File: src/rtl/fir_pkg.sv
`default_nettype none
// ============================================================================
// Package  : fir_pkg
// Purpose  : Shared sizes and FSM encoding for the time-multiplexed FIR bank
// Revision : 1.0 - initial release
// ============================================================================
package fir_pkg;

    localparam int ORDER     = 30;
    localparam int NUM_BANDS = 4;
    localparam int DW        = 10;
    localparam int ADDR_W    = 7;
    localparam int PTR_W     = $clog2(ORDER);
    localparam int TAP_W     = PTR_W;
    localparam int BAND_W    = $clog2(NUM_BANDS);

    typedef enum logic [1:0] {
        ST_IDLE  = 2'd0,
        ST_MAC   = 2'd1,
        ST_DRAIN = 2'd2,
        ST_DONE  = 2'd3
    } state_t;

    function automatic logic [PTR_W-1:0] ptr_inc(input logic [PTR_W-1:0] p);
        return (p == PTR_W'(ORDER - 1)) ? '0 : p + PTR_W'(1);
    endfunction

endpackage
`default_nettype wire

File: src/rtl/fir_hist_buf.sv
`default_nettype none
// ============================================================================
// Module   : fir_hist_buf
// Purpose  : ORDER-deep circular sample history, read by distance from newest
// Revision : 1.0 - initial release
// ============================================================================
module fir_hist_buf
    import fir_pkg::*;
(
    input  logic             clk,
    input  logic             rst,
    input  logic             wr_en,
    input  logic [DW-1:0]    wr_data,
    input  logic [TAP_W-1:0] rd_tap,
    output logic [DW-1:0]    rd_data
);

    logic [DW-1:0]    r_mem [ORDER];
    logic [PTR_W-1:0] r_wr_ptr;
    logic [PTR_W-1:0] r_newest_ptr;
    logic [PTR_W-1:0] w_rd_idx;

    always_ff @(posedge clk) begin
        if (rst) begin
            for (int i = 0; i < ORDER; i++) begin
                r_mem[i] <= '0;
            end
            r_wr_ptr     <= '0;
            r_newest_ptr <= '0;
        end else if (wr_en) begin
            r_mem[r_wr_ptr] <= wr_data;
            r_newest_ptr    <= r_wr_ptr;
            r_wr_ptr        <= ptr_inc(r_wr_ptr);
        end
    end

    // Modulo-2^PTR_W wrap is harmless: the true index always lands in 0..ORDER-1
    assign w_rd_idx = r_newest_ptr - rd_tap
                    + ((r_newest_ptr < rd_tap) ? PTR_W'(ORDER) : '0);
    assign rd_data  = r_mem[w_rd_idx];

endmodule
`default_nettype wire

File: src/rtl/fir_band_scheduler.sv
`default_nettype none
// ============================================================================
// Module   : fir_band_scheduler
// Purpose  : Band x tap sequencer driving one shared MAC for a 4-band FIR bank
// Revision : 1.0 - initial release
// ============================================================================
module fir_band_scheduler
    import fir_pkg::*;
#(
    parameter int MAC_LAT = 2
) (
    input  logic                    clk,
    input  logic                    rst,
    input  logic                    in_valid,
    output logic                    in_ready,
    input  logic [DW-1:0]           in_data,
    output logic [ADDR_W-1:0]       coef_addr,
    output logic [DW-1:0]           hist_data,
    output logic                    mac_clr,
    output logic                    mac_en,
    input  logic [DW-1:0]           mac_result,
    output logic                    out_valid,
    input  logic                    out_ready,
    output logic [NUM_BANDS*DW-1:0] band_data
);

    localparam int                 DRAIN_W      = 3;
    localparam logic [DRAIN_W-1:0] C_DRAIN_LAST = DRAIN_W'(MAC_LAT - 1);
    localparam logic [TAP_W-1:0]   C_TAP_LAST   = TAP_W'(ORDER - 1);
    localparam logic [BAND_W-1:0]  C_BAND_LAST  = BAND_W'(NUM_BANDS - 1);

    state_t                  r_state;
    state_t                  w_state_nxt;
    logic [BAND_W-1:0]       r_band;
    logic [TAP_W-1:0]        r_tap;
    logic [DRAIN_W-1:0]      r_drain;
    logic [NUM_BANDS*DW-1:0] r_band_data;
    logic                    w_accept;
    logic                    w_drain_last;

    assign w_drain_last = (r_drain == C_DRAIN_LAST);
    assign coef_addr    = ADDR_W'(r_band) * ADDR_W'(ORDER) + ADDR_W'(r_tap);
    assign band_data    = r_band_data;

    fir_hist_buf u_hist (
        .clk     (clk),
        .rst     (rst),
        .wr_en   (w_accept),
        .wr_data (in_data),
        .rd_tap  (r_tap),
        .rd_data (hist_data)
    );

    always_comb begin
        w_state_nxt = r_state;
        w_accept    = 1'b0;
        in_ready    = 1'b0;
        mac_en      = 1'b0;
        mac_clr     = 1'b0;
        out_valid   = 1'b0;
        case (r_state)
            ST_IDLE: begin
                in_ready = 1'b1;
                if (in_valid) begin
                    w_accept    = 1'b1;
                    w_state_nxt = ST_MAC;
                end
            end
            ST_MAC: begin
                mac_en  = 1'b1;
                mac_clr = (r_tap == '0);
                if (r_tap == C_TAP_LAST) begin
                    w_state_nxt = ST_DRAIN;
                end
            end
            ST_DRAIN: begin
                if (w_drain_last) begin
                    w_state_nxt = (r_band == C_BAND_LAST) ? ST_DONE : ST_MAC;
                end
            end
            ST_DONE: begin
                out_valid = 1'b1;
                if (out_ready) begin
                    w_state_nxt = ST_IDLE;
                end
            end
            default: w_state_nxt = ST_IDLE;
        endcase
    end

    always_ff @(posedge clk) begin
        if (rst) begin
            r_state     <= ST_IDLE;
            r_band      <= '0;
            r_tap       <= '0;
            r_drain     <= '0;
            r_band_data <= '0;
        end else begin
            r_state <= w_state_nxt;
            case (r_state)
                ST_IDLE: begin
                    if (w_accept) begin
                        r_band <= '0;
                        r_tap  <= '0;
                    end
                end
                ST_MAC: begin
                    if (r_tap == C_TAP_LAST) begin
                        r_tap   <= '0;
                        r_drain <= '0;
                    end else begin
                        r_tap <= r_tap + TAP_W'(1);
                    end
                end
                ST_DRAIN: begin
                    r_drain <= r_drain + DRAIN_W'(1);
                    // The last drain cycle is when the final tap's sum reaches mac_result
                    if (w_drain_last) begin
                        r_band_data[r_band*DW +: DW] <= mac_result;
                        if (r_band != C_BAND_LAST) begin
                            r_band <= r_band + BAND_W'(1);
                        end
                    end
                end
                ST_DONE: begin
                    if (out_ready) begin
                        r_band <= '0;
                    end
                end
                default: ;
            endcase
        end
    end

endmodule
`default_nettype wire
File: config.mk
export PLATFORM = sky130hd
export DESIGN_NAME = fir_band_scheduler
export DESIGN_NICKNAME = d
export VERILOG_FILES = /design/src/rtl/fir_pkg.sv /design/src/rtl/fir_hist_buf.sv /design/src/rtl/fir_band_scheduler.sv
export SDC_FILE = /design/constraint.sdc
export NUM_CORES = 1
export LEC_CHECK = 0
export CAP_MARGIN = 20
export CORE_MARGIN = 4
export CORE_UTILIZATION = 52
export CTS_CLUSTER_SIZE = 10
export DETAILED_ROUTE_END_ITERATION = 12
export HOLD_SLACK_MARGIN = 0.15
export PLACE_DENSITY_LB_ADDON = 0.15
export SYNTH_ARGS = -nofsm -noshare
export SYNTH_HDL_FRONTEND = slang
export SYNTH_SLANG_ARGS = --single-unit
File: constraint.sdc
create_clock -name clk -period 8 [get_ports clk]
set_input_delay 0.8 -clock clk [delete_from_list [all_inputs] [get_ports clk]]
set_output_delay 0.8 -clock clk [all_outputs]
set_load 0.01 [all_outputs]
-- Word-level counts from Yosys, hierarchy flattened
Memories as Yosys holds them, arrays and structs flattened.
Index checks and enable logic that the tools add are counted.
- bits in writable memories: 300
- word-level logic and storage cells: 78
- bits in registers: 62
- memories: 1
- output and inout port bits: 61
- memory list (memory ; depth ; bits a word ; rd ports ; clocked after Yosys merged registers in ; write ports ; RTL line ; RTL):
    u_hist.r_mem ; 30 ; 10 ; 1 ; 0 ; 30 ; fir_hist_buf.sv:18 ; logic [DW-1:0] r_mem [ORDER];
- multiply operators: 2
- mux-type cells: 32
- equal/unequal tests: 14
- reduce and logical (&&, ||, !) cells: 11
- shift operators: 2
- add/subtract/negate cells: 8
- magnitude comparators: 1
- operator list (operator ; count):
    $bwmux W40 ; 1
    $shift A10 B34 Y40 const A ; 1
    $shiftx A10 B34 Y40 ; 1
    $neg A6 Y34 ; 1
    $mux W5 ; 5
    $mux W2 ; 8
    $mux W1 ; 12
    $ne A2 B2 Y1 const B ; 6
    $add A5 B1 Y5 const B ; 2
    $eq A5 B5 Y1 const B ; 2
    $mux W10 ; 1
    $pmux W5 S2 ; 1
    $reduce_or A10 Y1 ; 1
    $pmux W2 S4 ; 1
    $add A7 B5 Y7 ; 1
    $eq A2 B2 Y1 const B ; 3
    $mul A2 B4 Y6 const B ; 1
    $pmux W2 S3 ; 1
    $pmux W3 S2 ; 1
    $reduce_and A2 Y1 ; 3
    $add A5 B5 Y5 ; 1
    $logic_not A5 Y1 ; 1
    $lt A5 B5 Y1 ; 1
    $mul A2 B3 Y5 const B ; 1
    other kinds (12) ; 13

-- Longest topological paths before layout
Gate-level depths: netlist (run 1).
- depth after elaboration: 7
- depth in mapped cells: 16

-- By module
A second synthesis (run 1) with hierarchy kept.
- cells, all modules: 1347
- area total of the unflattened synthesis: 18290.0 µm²
- modules (own cells, without submodules) (module ; area an instance (µm²) ; cells each ; seq. area each (µm²) ; instances):
    fir_hist_buf ; 15392.3 ; 1007 ; 9809.4 ; 1
    fir_band_scheduler ; 2897.8 ; 340 ; 1041.0 ; 1

-- Worst setup path after synthesis (run 1)
No wires, ideal clock.
- path type: flip-flop to output port
- start point: reg r_tap[1]
- end point: out hist_data[8]
- data arrival time: 3886 ps
- slack: 3314 ps
- stages on the path, launching flop included: 16
- cells stage by stage: dfxtp_1 > inv_1 > ha_1 > a21o_1 > a21oi_1 > o21a_1 > inv_1 > fa_1 > inv_1 > fa_1 > buf_2 > clkbuf_1 > mux4_2 > a22o_1 > a221oi_1 > mux2i_1
- word-level cells in the longest chain between the ends: 4
- ends and longest elaborated chain (element ; RTL line ; RTL):
    start: declaration ; fir_band_scheduler.sv:35 ; logic [TAP_W-1:0] r_tap;
    start signal: assignment ; fir_band_scheduler.sv:112 ; r_tap <= r_tap + TAP_W'(1);
    $lt A5 B5 Y1 ; fir_hist_buf.sv:39 ; + ((r_newest_ptr < rd_tap) ? PTR_W'(ORDER) : '0);
    $mux W5 ; fir_hist_buf.sv:39 ;
    $add A5 B5 Y5 * ; fir_hist_buf.sv:39 ;
    $mem_v2 Z30 W10 * ; - ;
    end: declaration ; fir_band_scheduler.sv:18 ; output logic [DW-1:0] hist_data,
Every way passes the cells marked *; elsewhere a longest branch is shown, timed or not.

-- Final worst setup path (run 1)
- start point: reg r_tap[1]
- end point: out hist_data[0]
The elaborated chain is that of the path after synthesis.

==> summary.md, run 1 <==
| Metric | Value |
|---|---|
| WHS | `459.8 ps` |
| Slowest CP cell | `fa_4` |
| Nets | `1453` |
| Total of max-cap violations | `0` |
| N_diodes | `0` |
| Drt drc | `0` |
| FF/Latch Area | `0.01085 mm^2` |
| Vias in the first global route | `11.14k` |
| Register area share after synthesis | `59.76%` |
| Clk_lat worst skew | `540 ps` |
| Via Count | `11.06k` |
| Filler cells | `2663` |
| CTS Sinks | `382` |
| RR Startpoint | `r_state[0]` |
| Final setup fails | `0` |
| Final HPWL from detailed placement | `28.44 mm` |
| Register-to-register setup slack | `4820 ps` |
| Setup tns final | `0 ps` |
| Largest net degree at the start of global routing | `79` |
| Post-route ant nets | `0` |
| Die Y | `194.9 um` |
| Fin crit period | `6908 ps` |
| Fin. Hold Viols | `0` |
| Predominant post-synthesis flop cell | `edfxtp_1` |
| Fraction of layout cells with a size suffix above 1 | `14.24%` |
| Crit share post-route | `86.35%` |
| Clock Tree Root | `clkbuf_16` |
| Inst Count DP | `1805` |
| Rel. slew slack | `29.42%` |
| Number of flops mapped to enable cells by yosys | `320` |
| Wire per inst | `23.42 um` |
| Routed wire length | `44.05 mm` |
| CTS Hold Bufs | `0` |
| CTS tree | `done` |
| Critical Path Max Stage Delay | `1360 ps` |
| Final cell count without fillers | `1881` |
| TritonCTS Buffers | `45` |
| Core box area | `0.03446 mm^2` |
| Overflow after GRT | `0` |
| CP required | `7200 ps` |
| Pre-Repair DR Iteration Count | `8` |
| Critical path class | `register to output pin` |
| Initial DRC count | `876` |
| Worst-path maximum fanout | `47` |
| CP Cell Sequence | `inv_1 -> ha_1 -> a21o_1 -> a21oi_1 -> o21a_1 -> inv_1 -> fa_1 -> inv_1 -> fa_4 -> buf_4 -> mux4_2 -> a22o_1 -> a221oi_1 -> mux2i_1 -> clkdlybuf4s50_1` |
| RSZ-0062 raised after global routing | `no` |
| Status | `finished, final reports clean` |
| Pins Over Slew Limit | `0` |
| Crit-path most repeated cell | `inv_1` |
| Most frequent cells in the layout | `320 x edfxtp_1, 305 x and2_1, 92 x nor2_1` |
| Fraction of registers with async set/reset | `0%` |
| Synth Instances | `1355` |
| Commonest non-fill, non-tap cell in the layout | `edfxtp_1` |
| Die ar. | `0.03797 mm^2` |
| Worst r2r path cells | `5` |
| Distinct cells, synth | `58` |
| Initial antenna violation count | `0` |
| Netlist Area Pre-Place | `0.01816 mm^2` |
| Syn nets | `1410` |
| Worst setup EP type | `output pin` |
| Total global-route track usage | `23.11%` |
| GP Congestion | `0.8274` |
| #FFs+latches synth | `382` |
| Slew @ Worst Pin | `1059 ps` |
| H-tree depth | `2` |
| Crit path from | `r_tap[1]` |
| Worst Setup Start Kind | `register` |
| Min-Delay Path Class | `register to register` |
| PD cells | `247.3 mW/mm^2` |
| Clk_skew | `19.71 ps` |
| Clock buffer depth | `3` |
| Setup WS pre-CTS | `1614 ps` |
| Vias/cell | `5.881` |
| Area of the multi-input gates | `0.006721 mm^2` |
| Lkg Pwr | `7.404 nW` |
| Initial core utilization | `52.69%` |
| Arr. time, crit path | `6110 ps` |
| Setup bufs post-CTS | `0` |
| Clock transition at path regs | `60 ps` |
| Final WS setup | `1092 ps` |
| Post_cts resized | `0` |
| Post-Syn Area per Cell | `13.40 um^2` |
| Peak Freq | `0.1448 GHz` |
| Die W | `194.9 um` |
| Ports | `85` |
| Maximum VDD drop | `0.0002214 V` |
| Worst Setup EP | `hist_data[0]` |
| PortBufs | `84` |
| Synth warnings | `0` |
| Area Overhead vs Synth | `13.38%` |
| FF-to-FF End | `u_hist.r_mem[26][7]` |
| First-pass GRT wire length | `68.10 mm` |
| Row Count | `68` |
==> power breakdown <==
part,internal [W],switching [W],total [W]
combinational,0.000461,0.000575,0.00104
clock,0.00106,0.000756,0.00182
sequential,0.00221,0.0000222,0.00223
==> flip-flops by register name, indices dropped and copies added, names as in the netlist <==
signal	cells
u_hist.r_mem	320
r_band	2
r_state	2
r_tap	5
band_data	40
u_hist.r_wr_ptr	5
u_hist.r_newest_ptr	5
r_drain	3
==> cells in the mapped netlist (4+ instances only) <==
library cell | count | area, um^2
a211oi_1 | 4 | 30.03
a21o_1 | 4 | 30.03
a21oi_1 | 27 | 135.1
a221oi_1 | 26 | 227.7
a22o_1 | 21 | 183.9
a22oi_1 | 24 | 180.2
and2_1 | 305 | 1908
and3_1 | 4 | 25.02
buf_1 | 5 | 18.77
buf_2 | 11 | 55.05
buf_6 | 6 | 67.56
clkbuf_1 | 88 | 330.3
clkbuf_2 | 4 | 20.02
dfxtp_1 | 62 | 1241
edfxtp_1 | 320 | 9609
fa_1 | 5 | 100.1
ha_1 | 26 | 325.3
inv_1 | 23 | 86.33
mux2_2 | 5 | 56.30
mux2i_1 | 24 | 240.2
mux4_2 | 80 | 1802
nand2_1 | 46 | 172.7
nand2b_1 | 10 | 62.56
nand3_1 | 12 | 60.06
nor2_1 | 92 | 345.3
nor2b_1 | 9 | 56.30
nor3_1 | 19 | 95.09
o21ai_0 | 11 | 55.05
o2bb2ai_1 | 4 | 35.03
or2_2 | 29 | 181.4
xnor2_1 | 7 | 61.31
xor2_1 | 5 | 43.79
==> how the worst min path moves through the flow <==
| stage | depth (start not counted) | from | slack (ps) | to |
|---|---|---|---|---|
| after floorplan | 2 | u_hist.r_newest_ptr[0] | 440 | u_hist.r_newest_ptr[0] |
| after global placement | 2 | u_hist.r_newest_ptr[0] | 450 | u_hist.r_newest_ptr[0] |
| after detailed placement | 2 | band_data[29] | 450 | band_data[29] |
| after CTS | 2 | band_data[29] | 460 | band_data[29] |
| after global routing | 2 | band_data[28] | 480 | band_data[28] |
| final | 2 | band_data[29] | 460 | band_data[29] |
==> layer usage <==
metal	routed length, um	GRT usage [%]	vias to the layer above
li1	-	-	5016
met1	19200	33.87	5559
met2	20610	36.01	414
met3	3106	4.490	73
met4	1134	6.051	0
met5	0	0	-
==> worst max-delay path: cells and delay by family (launching register included) <==
kind | cells | cell delay, ps
flip-flops | 1 | 390
AO/OA/AOI/OAI | 5 | 1210
adder cells (fa/ha/maj) | 3 | 2180
buffers and inverters | 5 | 1280
multiplexers | 2 | 500
==> cell type report <==
cell class,instances,share of cell area [%]
Clock inverter,4,0.1337
Sequential cell,382,52.71
Tap cell,455,2.766
Multi-Input combinational cell,832,32.65
Inverter,24,0.4376
Clock buffer,71,6.090
Timing Repair Buffer,113,5.209
==> per-stage QoR <==
stage	util (%)	instance area [um^2]	total power, W
finish	59.74	20580	0.005090
global route	59.74	20580	0.005277
CTS	59.71	20570	0.005124
detailed placement	55.99	19290	0.003313
global placement	55.90	19260	0.003303
floorplan	-	18160	0.002903
==> logic make-up after synthesis <==
group | share of synthesized area [%]
xor gates and xnor gates | 0.7305
AOI/OAI and AO/OA | 5.589
muxes | 11.56
adders and majority gates | 2.343
DFF | 59.76
buffers and inverters | 3.328
and+or+nand+nor | 16.69
No activity file was read; power rests on OpenSTA's default activity.
==> run 2: changes to the inputs <==
--- a/config.mk
+++ b/config.mk
@@ -5,6 +5,7 @@
 export SDC_FILE = /design/constraint.sdc
 export NUM_CORES = 1
 export LEC_CHECK = 0
+export ABC_AREA = 1
 export CAP_MARGIN = 20
 export CORE_MARGIN = 4
 export CORE_UTILIZATION = 52
==> run 2 against run 1 <==
Compared with the run above:
- clock skew fell by 5.8 ps
- critical path depth rose by 4
- combinational power rose to 5.2 times the previous value
- count of clock-buffer cells in the layout fell by 15
- power rose by 86%
==> summary.md, run 2 <==
| Metric | Value |
|---|---|
| Worst Path Buf+Inv | `6 (+1)` |
| Flop pwr share | `24.1% (-20 points)` |
| Netlist Area Pre-Place | `0.01894 mm^2 (+4.3%)` |
| Area Overhead vs Synth | `11.06%` |
| Wl on met1 | `22.97 mm (+20%)` |
| Worst Hold Launch | `band_data[31]` |
| Routed length on met3 | `4.515 mm (+45%)` |
| Commonest non-fill, non-tap cell in the layout | `nand2_1` |
| Worst-path maximum fanout | `41 (-13%)` |
| Delay-heaviest family, CP | `buffers and inverters` |
| Drt drc | `0 (unchanged)` |
| Most common cell in the netlist | `nand2_1` |
| Top layer in use | `met4` |
| Die Y | `198.8 um (+2.0%)` |
| Clock Tree Root | `clkbuf_16` |
| Crit share post-route | `76.30% (-10 points)` |
| Final setup fails | `0 (unchanged)` |
| Synth warnings | `0 (unchanged)` |
| Finished Cell Area | `0.02103 mm^2 (+2.2%)` |
| Comb pwr share | `56.9% (+37 points)` |
| Switching power share of the total | `47.13% (+21 points)` |
| Most frequent cells in the layout | `591 x nand2_1, 440 x nor2_1, 320 x edfxtp_1` |
| Number of flops mapped to enable cells by yosys | `320 (unchanged)` |
| Routed wire length | `54.90 mm (+25%)` |
| PortBufs | `84 (unchanged)` |
| Register-to-register setup slack | `4770 ps (-50 ps)` |
| Post-DP Area | `0.01978 mm^2 (+2.5%)` |
| Setup bufs post-CTS | `0 (unchanged)` |
| Worst r2r path cells | `8 (+3)` |
| Arr. time, crit path | `5300 ps (-810 ps)` |
| Distinct cells, synth | `38 (-34%)` |
| XOR/XNOR Fraction of Synth Area | `0.3700% (-0.36 points)` |
| Fin. Hold Viols | `0 (unchanged)` |
| Number of flip-flops under the largest register name | `320 (unchanged)` |
| Vias/cell | `5.646 (-4.0%)` |
| Rel. slew slack | `26.71% (-2.7 points)` |
| Slew @ Worst Pin | `1099 ps (+40.65 ps)` |
| Final cell count without fillers | `2699 (+43%)` |
| Critical path class | `register to output pin` |
| Share of the synthesized area in compound gates (AO/OA/AOI/OAI) | `3.719% (-1.9 points)` |
| Worst Hold Path Cells | `2 (unchanged)` |
| CTS Sinks | `382 (unchanged)` |
| Synth Instances | `2234 (+65%)` |
| Switching power | `0.004467 W (+230%)` |
| Synth top area share | `50.74% (-2.2 points)` |
| Initial core utilization | `52.99% (+0.30 points)` |
| Overflow after GRT | `0 (unchanged)` |
| Wire per inst | `20.34 um (-13%)` |
| Clock buffer depth | `3 (unchanged)` |
| CTS tree | `done` |
| Via Count | `15.24k (+38%)` |
| CP required | `7200 ps (about the same)` |
| Clk_lat worst skew | `550 ps (about the same)` |
| Utilization after layout | `58.85% (-0.89 points)` |
| Final HPWL from detailed placement | `35.54 mm (+25%)` |
| Crit-path most repeated cell | `nand2_1` |
| Initial DRC count | `1661 (+90%)` |
| PD cells | `450.6 mW/mm^2 (+82%)` |
| P_int | `0.005010 W (+34%)` |
| H-tree depth | `2 (unchanged)` |
| Largest net degree at the start of global routing | `91 (+15%)` |
| Met2 wire len | `25.05 mm (+22%)` |
| Biggest register | `u_hist.r_mem` |
| Nets | `2278 (+57%)` |
| Setup WS pre-CTS | `2272 ps (+658.5 ps)` |
| Clk_skew | `13.92 ps (-5.795 ps)` |
| N_diodes | `0 (unchanged)` |
| Critical Path Max Stage Delay | `550 ps (-810 ps)` |
| Worst Setup Start Kind | `register` |
| Pre-Repair DR Iteration Count | `6 (-2)` |
| CTS Hold Bufs | `0 (unchanged)` |
| Post-route ant nets | `0 (unchanged)` |
| Fraction of the mapped netlist area in simple logic gates | `28.80% (+12 points)` |
| Row Count | `69 (+1.5%)` |
| Largest family of logic cells by synthesized area | `simple AND/OR/NAND/NOR gates` |
| Worst Hold End | `band_data[31]` |
| RSZ-0062 raised after global routing | `no` |
| Die W | `198.8 um (+2.0%)` |
| Maximum VDD drop | `0.0004631 V (+110%)` |
| Post_cts resized | `0 (unchanged)` |
| Slowest CP cell | `clkdlybuf4s50_1` |
| Post-Syn Area per Cell | `8.478 um^2 (-37%)` |
| Die ar. | `0.03954 mm^2 (+4.1%)` |
| Synth area leaders | `edfxtp_1 51%, nand2_1 12%, nor2_1 8.7%` |
| Total global-route track usage | `27.82% (+4.7 points)` |
| Biggest area consumer among synthesized cells | `edfxtp_1` |
| CP Cell Sequence | `inv_1 -> ha_1 -> nand2_1 -> a21oi_1 -> nor2_1 -> nand2_1 -> inv_1 -> fa_1 -> ha_2 -> fa_1 -> buf_4 -> inv_1 -> buf_16 -> nand3_1 -> nand3_1 -> nand2_1 -> nand3_1 -> nand2_1 -> clkdlybuf4s50_1` |
| FF-to-FF End | `band_data[28]` |
| Fraction of registers with async set/reset | `0% (unchanged)` |
| Final WS setup | `1896 ps (+803.9 ps)` |
| Total of max-cap violations | `0 (unchanged)` |
| Fin crit period | `6104 ps (-803.9 ps)` |
| Filler cells | `3166 (+19%)` |
| Lkg Pwr | `8.899 nW (+20%)` |
| Mux contribution to synthesized area | `0% (-12 points)` |
| Ports | `85 (unchanged)` |
| Inst Count DP | `2636 (+46%)` |
| Initial antenna violation count | `0 (unchanged)` |
| RR Startpoint | `r_band[0]` |
| Core box area | `0.03574 mm^2 (+3.7%)` |
| Adder-Cell Fraction of Synth Area | `2.246% (-0.097 points)` |
| Min-Delay Path Class | `register to register` |
| #FFs+latches synth | `382 (unchanged)` |
| Setup tns final | `0 ps (unchanged)` |
| Fraction of layout cells with a size suffix above 1 | `4.647% (-9.6 points)` |
| Syn nets | `2289 (+62%)` |
| Predominant post-synthesis flop cell | `edfxtp_1` |
| Vias in the first global route | `14.72k (+32%)` |
| Clock transition at path regs | `60 ps (about the same)` |
| Pins Over Slew Limit | `0 (unchanged)` |
| Clock Power Share | `19.0% (-17 points)` |
| First-pass GRT wire length | `85.01 mm (+25%)` |
| Worst setup EP type | `output pin` |
| GP Congestion | `0.9228 (+12%)` |
| TritonCTS Buffers | `45 (unchanged)` |
| Status | `finished, final reports clean` |
| Peak Freq | `0.1638 GHz (+13%)` |
| Top post-synthesis cells by count | `591 x nand2_1, 440 x nor2_1, 320 x edfxtp_1, 254 x nand3_1, 195 x inv_1` |
| Register area share after synthesis | `57.29% (-2.5 points)` |
==> run 2: worst max-delay path by stage <==
stage | startpoint | end | depth (start not counted)
2_1_floorplan | r_tap[2] | hist_data[1] | 18
3_3_place_gp | r_tap[2] | hist_data[1] | 18
3_5_place_dp | r_tap[2] | hist_data[0] | 18
4_1_cts | r_tap[2] | hist_data[0] | 18
5_1_grt | r_tap[2] | hist_data[1] | 19
6_report | r_tap[2] | hist_data[0] | 19
==> run 2: worst register-to-register path: stages (launching register included) <==
cell	delay, ps
dfxtp_1	680
inv_1	310
ha_1	890
inv_1	540
nor2_1	360
nand2_1	80
nand2_1	110
nand2_1	60
a21oi_1	130
==> run 2: through the flow <==
| stage | total power, W | hold slack (ps) |
|---|---|---|
| 2_1_floorplan | 0.005589 | 441.5 |
| 5_1_grt | 0.01009 | 483.9 |
| 3_3_place_gp | 0.007560 | 454.0 |
| 6_report | 0.009477 | 460.8 |
| 4_1_cts | 0.009362 | 464.3 |
| 3_5_place_dp | 0.007573 | 457.1 |
==> run 2: cells by family (layout without fill, tap and decap cells) <==
family / after synthesis / in the layout
and+or+nand+nor: 1324 / 1324
DFF: 382 / 382
buffers and inverters: 355 / 359
AOI/OAI and AO/OA: 134 / 134
adders and majority gates: 31 / 31
xor gates and xnor gates: 8 / 8
==> run 2: layout make-up <==
cell class / count / area (um^2) / area share [%]
clock inverters: 6 / 38.79 / 0.1844
clock buffers: 56 / 1189 / 5.651
flip-flops and latches: 382 / 10850 / 51.59
inverters: 203 / 765.7 / 3.640
multi-input cells: 1497 / 6683 / 31.77
repair buffers: 94 / 930.9 / 4.426
well taps: 461 / 576.8 / 2.742
==> run 2: routing by layer <==
| layer | up-vias | GRT usage, % |
|---|---|---|
| li1 | 7162 | - |
| met4 | 0 | 11.04 |
| met3 | 134 | 4.319 |
| met5 | - | 0 |
| met1 | 7252 | 39.32 |
| met2 | 690 | 43.54 |
==> run 2: power by group through the flow <==
stage | logic (W) | registers (W) | clock network [W]
after global placement | 0.00524 | 0.00232 | 0
after floorplan | 0.00328 | 0.00230 | 0
after global routing | 0.00590 | 0.00229 | 0.00190
after detailed placement | 0.00525 | 0.00232 | 0
after CTS | 0.00526 | 0.00228 | 0.00182
final | 0.00539 | 0.00228 | 0.00180
